[config.mk]
export PLATFORM = sky130hd
export DESIGN_NAME = ppe_sync
export DESIGN_NICKNAME = d
export VERILOG_FILES = /design/src/rtl/ppe_sync.sv
export SDC_FILE = /design/constraint.sdc
export NUM_CORES = 1
export LEC_CHECK = 0
export CAP_MARGIN = 10
export CORE_MARGIN = 2
export CORE_UTILIZATION = 51
export DETAILED_ROUTE_END_ITERATION = 16
export PLACE_DENSITY = 0.78
export SLEW_MARGIN = 0
export SYNTH_ARGS = -nofsm -noshare
export SYNTH_HDL_FRONTEND = slang
export SYNTH_SLANG_ARGS = --single-unit
[constraint.sdc]
create_clock -name clk -period 9.7 [get_ports clk]
set_clock_uncertainty 0.2 [all_clocks]
set_input_delay 1.94 -clock clk [delete_from_list [all_inputs] [get_ports clk]]
set_output_delay 1.94 -clock clk [all_outputs]
set_load 0.02 [all_outputs]
[src/rtl/ppe_sync.sv]
// ppe_sync -- partial-sum processing element for the SNN convolution datapath.
//
// Holds one kernel row of signed weights. For every received row of 1-bit
// spikes, it emits one psum packet per sliding window to the SPEs, cycling
// through destinations. It then asks IMEM for the next row while the timestep
// still has rows outstanding.
//
// Packet layout (in_data / out_data): [32:29] addr, [28:25] opcode, [24:0] data.
//
// Ports
//   clk         clock
//   reset       asynchronous, active-high reset
//   in_valid    inbound packet valid
//   in_ready    block can accept a packet (high only in IDLE)
//   in_data     inbound packet
//   out_valid   outbound packet valid
//   out_ready   downstream accepts
//   out_data    outbound packet (registered)
//   busy        high in any state other than IDLE
//   illegal_op  sticky: an unknown opcode was received
//
// Build option
//   PPE_SAT_EN  when defined, the window sum is clamped to the SUM_WIDTH range.
//               When undefined, it is truncated (two's-complement wrap).

module ppe_sync #(
  parameter int FILTER_SIZE  = 5,
  parameter int IFMAP_SIZE   = 25,
  parameter int WEIGHT_WIDTH = 8,
  parameter int SUM_WIDTH    = 13,
  parameter int NUM_SPE      = 5,
  parameter int ROWS_PER_TS  = 5,
  parameter int PE_ID        = 0,
  parameter int IMEM_ID      = 10
) (
  input  logic        clk,
  input  logic        reset,
  input  logic        in_valid,
  output logic        in_ready,
  input  logic [32:0] in_data,
  output logic        out_valid,
  input  logic        out_ready,
  output logic [32:0] out_data,
  output logic        busy,
  output logic        illegal_op
);

  localparam int WPP     = 25 / WEIGHT_WIDTH;
  localparam int OUT_DIM = IFMAP_SIZE - FILTER_SIZE + 1;
  localparam int FULL_W  = WEIGHT_WIDTH + $clog2(FILTER_SIZE) + 1;
  localparam int WIN_W   = (OUT_DIM > 1) ? $clog2(OUT_DIM) : 1;

  localparam logic [3:0] OP_WEIGHT = 4'd0;
  localparam logic [3:0] OP_INPUT  = 4'd1;
  localparam logic [3:0] OP_WCLR   = 4'd2;
  localparam logic [3:0] OP_TSDONE = 4'd15;

  localparam logic [7:0]       FS8       = 8'(FILTER_SIZE);
  localparam logic [7:0]       WPP8      = 8'(WPP);
  localparam logic [7:0]       ROWS8     = 8'(ROWS_PER_TS);
  localparam logic [3:0]       DEST_LAST = 4'(NUM_SPE - 1);
  localparam logic [3:0]       IMEM_A    = 4'(IMEM_ID);
  localparam logic [3:0]       PE_OP     = 4'(PE_ID);
  localparam logic [WIN_W-1:0] WIN_LAST  = WIN_W'(OUT_DIM - 1);

`ifdef PPE_SAT_EN
  localparam logic signed [31:0] SAT_MAX = (32'sd1 <<< (SUM_WIDTH - 1)) - 32'sd1;
  localparam logic signed [31:0] SAT_MIN = -(32'sd1 <<< (SUM_WIDTH - 1));
`endif

  typedef enum logic [1:0] {S_IDLE, S_PSUM, S_REQ} state_t;

  state_t r_state, w_state_nxt;

  logic signed [WEIGHT_WIDTH-1:0] r_w [FILTER_SIZE];
  logic [7:0]            r_wptr;
  logic [7:0]            r_row_cnt;
  logic [7:0]            r_ts;
  logic [3:0]            r_dest;
  logic [WIN_W-1:0]      r_win;
  logic [IFMAP_SIZE-1:0] r_row;
  logic                  r_out_valid;
  logic [32:0]           r_out_data;
  logic                  r_illegal;

  logic [3:0]                   w_op;
  logic                         w_accept;
  logic                         w_out_hs;
  logic                         w_last_win;
  logic                         w_req_due;
  logic [3:0]                   w_dest_inc;
  logic [IFMAP_SIZE-1:0]        w_src_row;
  logic [WIN_W-1:0]             w_src_win;
  logic [IFMAP_SIZE-1:0]        w_shift;
  logic signed [FULL_W-1:0]     w_sum_full;
  logic signed [31:0]           w_sum32;
  logic signed [31:0]           w_red32;
  logic signed [SUM_WIDTH-1:0]  w_sum_red;
  logic [24:0]                  w_psum25;
  logic [32:0]                  w_psum_pkt;
  logic [32:0]                  w_req_pkt;
  logic                         w_unused_bits;

  assign w_op       = in_data[28:25];
  assign w_accept   = in_valid & in_ready;
  assign w_out_hs   = r_out_valid & out_ready;
  assign w_last_win = (r_win == WIN_LAST);
  // row_cnt already counts the row in flight, so this asks "are more rows due?"
  assign w_req_due  = (r_row_cnt < ROWS8);
  assign w_dest_inc = (r_dest == DEST_LAST) ? 4'd0 : r_dest + 4'd1;

  // ---------------------------------------------------------------- FSM
  always_ff @(posedge clk or posedge reset) begin
    if (reset) r_state <= S_IDLE;
    else       r_state <= w_state_nxt;
  end

  always_comb begin
    w_state_nxt = r_state;
    unique case (r_state)
      S_IDLE: if (w_accept && w_op == OP_INPUT) w_state_nxt = S_PSUM;
      S_PSUM: if (w_out_hs && w_last_win)       w_state_nxt = w_req_due ? S_REQ : S_IDLE;
      S_REQ:  if (w_out_hs)                     w_state_nxt = S_IDLE;
      default:                                  w_state_nxt = S_IDLE;
    endcase
  end

  always_comb begin
    in_ready   = (r_state == S_IDLE);
    busy       = (r_state != S_IDLE);
    out_valid  = r_out_valid;
    out_data   = r_out_data;
    illegal_op = r_illegal;
  end

  // ------------------------------------------------------ window datapath
  // Window 0 is computed straight from in_data on the INPUT edge so that the
  // first psum is valid right after acceptance. Later windows come from the
  // stored row and the index that follows the one being handshaken.
  assign w_src_row = (r_state == S_IDLE) ? in_data[IFMAP_SIZE-1:0] : r_row;
  assign w_src_win = (r_state == S_IDLE) ? '0 : r_win + WIN_W'(1);
  assign w_shift   = w_src_row >> w_src_win;

  always_comb begin
    w_sum_full = '0;
    for (int k = 0; k < FILTER_SIZE; k++) begin
      if (w_shift[k])
        w_sum_full = w_sum_full +
                     {{(FULL_W-WEIGHT_WIDTH){r_w[k][WEIGHT_WIDTH-1]}}, r_w[k]};
    end
  end

  // Widen first: SUM_WIDTH may exceed the natural full-sum width.
  assign w_sum32 = 32'(w_sum_full);

`ifdef PPE_SAT_EN
  always_comb begin
    w_red32 = w_sum32;
    if (w_sum32 > SAT_MAX)      w_red32 = SAT_MAX;
    else if (w_sum32 < SAT_MIN) w_red32 = SAT_MIN;
  end
`else
  assign w_red32 = w_sum32;
`endif

  assign w_sum_red = w_red32[SUM_WIDTH-1:0];
  assign w_psum25  = 25'(w_sum_red);

  // The first window goes to the current dest; later ones go to the dest that
  // the handshake in progress advances to.
  assign w_psum_pkt = {(r_state == S_IDLE) ? r_dest : w_dest_inc, OP_WEIGHT, w_psum25};
  assign w_req_pkt  = {IMEM_A, PE_OP, 17'd0, r_ts};

  // Inbound addr is not needed, and the upper sum bits are dropped on purpose
  // when truncating.
  assign w_unused_bits = ^{in_data[32:29], w_red32};

  // -------------------------------------------------------- weight store
  // Weights are not reset. Each lane lands at wptr+i; anything past the
  // filter is dropped.
  always_ff @(posedge clk) begin
    if (w_accept && w_op == OP_WEIGHT) begin
      for (int k = 0; k < FILTER_SIZE; k++) begin
        for (int i = 0; i < WPP; i++) begin
          if (r_wptr + 8'(i) == 8'(k))
            r_w[k] <= in_data[i*WEIGHT_WIDTH +: WEIGHT_WIDTH];
        end
      end
    end
  end

  // ------------------------------------------------------- control state
  always_ff @(posedge clk or posedge reset) begin
    if (reset) begin
      r_wptr      <= '0;
      r_row_cnt   <= '0;
      r_ts        <= '0;
      r_dest      <= '0;
      r_win       <= '0;
      r_row       <= '0;
      r_out_valid <= 1'b0;
      r_out_data  <= '0;
      r_illegal   <= 1'b0;
    end else begin
      unique case (r_state)
        S_IDLE: begin
          if (w_accept) begin
            unique case (w_op)
              OP_WEIGHT: begin
                // Stop advancing once past the filter, so the pointer cannot wrap.
                if (r_wptr < FS8) r_wptr <= r_wptr + WPP8;
              end
              OP_INPUT: begin
                r_row       <= in_data[IFMAP_SIZE-1:0];
                r_win       <= '0;
                r_out_valid <= 1'b1;
                r_out_data  <= w_psum_pkt;
                if (r_row_cnt != 8'hFF) r_row_cnt <= r_row_cnt + 8'd1;
              end
              OP_WCLR: r_wptr <= '0;
              OP_TSDONE: begin
                r_row_cnt <= '0;
                r_dest    <= '0;
                r_ts      <= r_ts + 8'd1;
              end
              default: r_illegal <= 1'b1;
            endcase
          end
        end
        S_PSUM: begin
          if (w_out_hs) begin
            r_dest <= w_dest_inc;
            if (w_last_win) begin
              if (w_req_due) r_out_data  <= w_req_pkt;
              else           r_out_valid <= 1'b0;
            end else begin
              r_win      <= r_win + WIN_W'(1);
              r_out_data <= w_psum_pkt;
            end
          end
        end
        S_REQ: begin
          if (w_out_hs) r_out_valid <= 1'b0;
        end
        default: r_out_valid <= 1'b0;
      endcase
    end
  end

endmodule
==> metrics.csv <==
stage,metric,value,unit
place,Placed Cells,1218,
place,pre-CTS WS,0.637,ns
routing,drt via density,5.94,
setup_path,CP arrival,8.78,ns
setup_path,Critical Path End Type,flip-flop,
pwr,PwrDens,432,nW/um^2
routing,WL/cell,17.3,microns
synth,"Primary FF master, synth",dfrtp_1,
synth,"area leader, netlist",dfrtp_1,
cts,TritonCTS clock tree,done,
floorplanning,die area,19000,sq um
global_route,Total GRT Usage,0.244,
synth,register area share after synthesis,0.345,
global_route,GRT overflow,0,
global_route,largest net degree at the start of global routing,79,
global_route,vias in the first global route,6961,
routing,Pre-antenna DRT Iters,5,
sta,Slew @ Worst Pin,1.08,ns
setup_path,slowest CP cell,clkdlybuf4s50_1,
sta,Post-Route Setup TNS,0,ns
routing,DRT antenna net count,0,
synth,main combinational cell family by area after synthesis,multiplexers,
synth,Synth Area in Compound Gates,0.141,
synth,Syn Inst Count,967,
sta,normalized max-slew margin,0.275,
routing,routed vias,7425,
synth,synth top area cells,"dfrtp_1 21%, edfxtp_1 13%, ha_1 8.1%",
setup_path,worst-path fanout max,8,
cells_and_area,diode count,0,
routing,metal3 WL,1.19,mm
synth,ys async rst share,0.661,
synth,mux cell area share after synthesis,0.165,
cells_and_area,final core utilization,0.597,
cells_and_area,"most common cell after layout, fill and taps aside",nand2_1,
setup_path,Critical Path Source Type,input pin,
floorplanning,die width,138,microns
global_route,first-pass GRT wire length,35.7,mm
setup_path,crit-path max cell delay,0.61,ns
synth,Unique masters post-synth,70,
floorplanning,row count,48,
cts,Clock Sinks,118,
floorplanning,core box area,17400,sq um
synth,synthesized-area fraction occupied by adder cells,0.0896,
cts,hold buffers post-CTS,0,
cells_and_area,final non-filler cell total,1250,
floorplanning,initial core utilization,0.524,
floorplanning,# IOs,74,
hold_path,type of the worst min-delay path,reg -> reg,
place,input/output buffers,65,
setup_path,Setup CP Type,in -> reg,
pwr,leakage,4.36,nW
synth,post-synth top area share,0.214,
cells_and_area,most frequent cells in the layout,"124 x nand2_1, 86 x o21ai_0, 78 x dfrtp_1",
sta,"Min Clock Period, post-route",8.69,ns
place,dpl cell area,9870,sq um
cts,clock-pin slew on the worst setup and hold paths,0.05,ns
routing,wl on met1,9.46,mm
synth,area of the mapped netlist,9130,sq um
synth,Seq cells post-synth,118,
place,HPWL Detailed,15.8,mm
routing,top sig layer,met4,
place,routability cong.,0.898,
cts,Setup Buffers After CTS,0,
synth,fraction of synthesized cell area in xor and xnor cells,0.0573,
setup_path,Required @ worst endpoint,9.78,ns
routing,initial drt markers,602,
sta,PnR worst setup slack,1.01,ns
synth,"Avg Cell Area, Syn",9.44,sq um
cells_and_area,Reg area,3150,sq um
cells_and_area,Fill cells,1490,
sta,unrepaired setup endpoints after global routing,no,
routing,met2 routed WL,10.3,mm
cells_and_area,area occupied by multi-input gates,5570,sq um
sta,"Setup violations, final",0,
cells_and_area,fraction of layout cells with a size suffix above 1,0.113,
cts,H-tree levels,4,
sta,Max Freq,115,MHz
floorplanning,Die H,138,microns
sta,final hold violations,0,
run_status,outcome,"finished, final reports clean",
sta,fin. max-slew vios,0,
cts,clk root buf,clkbuf_16,
cts,worst skew pair latency,0.42,ns
cts,Post-CTS Resized,0,
synth,simple-gate share of the synthesized area,0.156,
cells_and_area,nets,1112,
sta,final worst-path cycle share,0.896,
cts,Clock Path Buffers,2,
routing,DRC,0,
routing,final WL,21.6,mm
synth,"EDFF count, synth",40,
pwr,Peak VDD IR,0.273,mV
cts,CTS Buf Count,17,
cells_and_area,P&R area growth vs syn,13.8,%
synth,Synth Warn #,0,
flow_run,Max Cap Viol,0,
cells_and_area,post-route cell area,10400,sq um
global_route,initial antenna violation count,0,
==> final timing paths <==
check	from	endpoint	slack (ns)	depth (start not counted)
worst max-delay path	in_data[0]	out_data[24]	1.01	33
worst min-delay path	out_data[3]	out_data[3]	0.26	2
worst max register to register	r_win[0]	out_data[24]	1.23	35
worst min register to register	out_data[3]	out_data[3]	0.26	2
max in group asynchronous	reset	out_data[10]	6.73	3
min in group asynchronous	reset	r_row_cnt[0]	1.95	3
==> synth_stat cells, types with 6 or more instances <==
cell type	count
buf_4	19
clkbuf_1	21
nand3_1	24
xor2_1	26
nand2_1	124
mux2i_1	56
a21o_1	8
xnor2_1	30
nand2b_1	14
nor2_1	56
or2_2	6
mux4_2	6
nor2b_1	10
a21oi_1	48
ha_1	59
a31oi_1	10
o21ai_0	87
mux2_2	56
edfxtp_1	40
nor3_1	20
nand4_1	11
buf_2	12
and2_1	17
dfrtp_1	78
inv_1	31
o21a_1	8
==> layout make-up <==
| cell class | instances | share of cell area |
|---|---|---|
| clock buffers | 20 | 0.0420 |
| well taps | 225 | 0.0271 |
| inverters | 33 | 0.0119 |
| repair buffers | 77 | 0.0713 |
| flip-flops and latches | 118 | 0.303 |
| multi-input cells | 765 | 0.536 |
| clock inverters | 12 | 0.00843 |
==> state kept, by name (all words and copies together) (netlist names) <==
name	cells
r_row	25
r_state	2
r_win	5
illegal_op	1
r_dest	4
r_w	40
r_ts	8
r_wptr	8
out_data	16
r_row_cnt	8
out_valid	1
==> per-stage QoR <==
| step | power (mW) | hold WS, ns |
|---|---|---|
| floorplan | 3.30 | 0.239 |
| global placement | 3.83 | 0.254 |
| detailed placement | 3.90 | 0.255 |
| CTS | 4.49 | 0.267 |
| global route | 4.93 | 0.283 |
| finish | 4.49 | 0.261 |
==> worst max-delay path: cells and delay by family <==
kind	cells	cell delay [ns]
AO/OA/AOI/OAI	12	2.01
AND/OR/NAND/NOR	8	1.58
adder cells (fa/ha/maj)	5	1.57
XOR/XNOR	5	0.66
buffers and inverters	1	0.61
multiplexers	2	0.39
==> per-layer routing <==
metal	track usage	vias up
met3	0.0482	47
li1	-	3578
met5	0	-
met1	0.324	3539
met2	0.389	261
met4	0.104	0
==> where the power goes <==
group          switching (mW)  internal [mW]  leakage, nW
Combinational            1.68           1.52         2.76
Clock                   0.220          0.345        0.250
Sequential              0.106          0.616         1.35
==> cell families after synthesis <==
kind of cell | Yosys count
AO/OA/AOI/OAI | 212
XOR/XNOR | 58
adder cells (fa/ha/maj) | 63
buffers and inverters | 87
flip-flops | 118
multiplexers | 126
other | 1
AND/OR/NAND/NOR | 302
No activity file was read; power rests on OpenSTA's default activity.
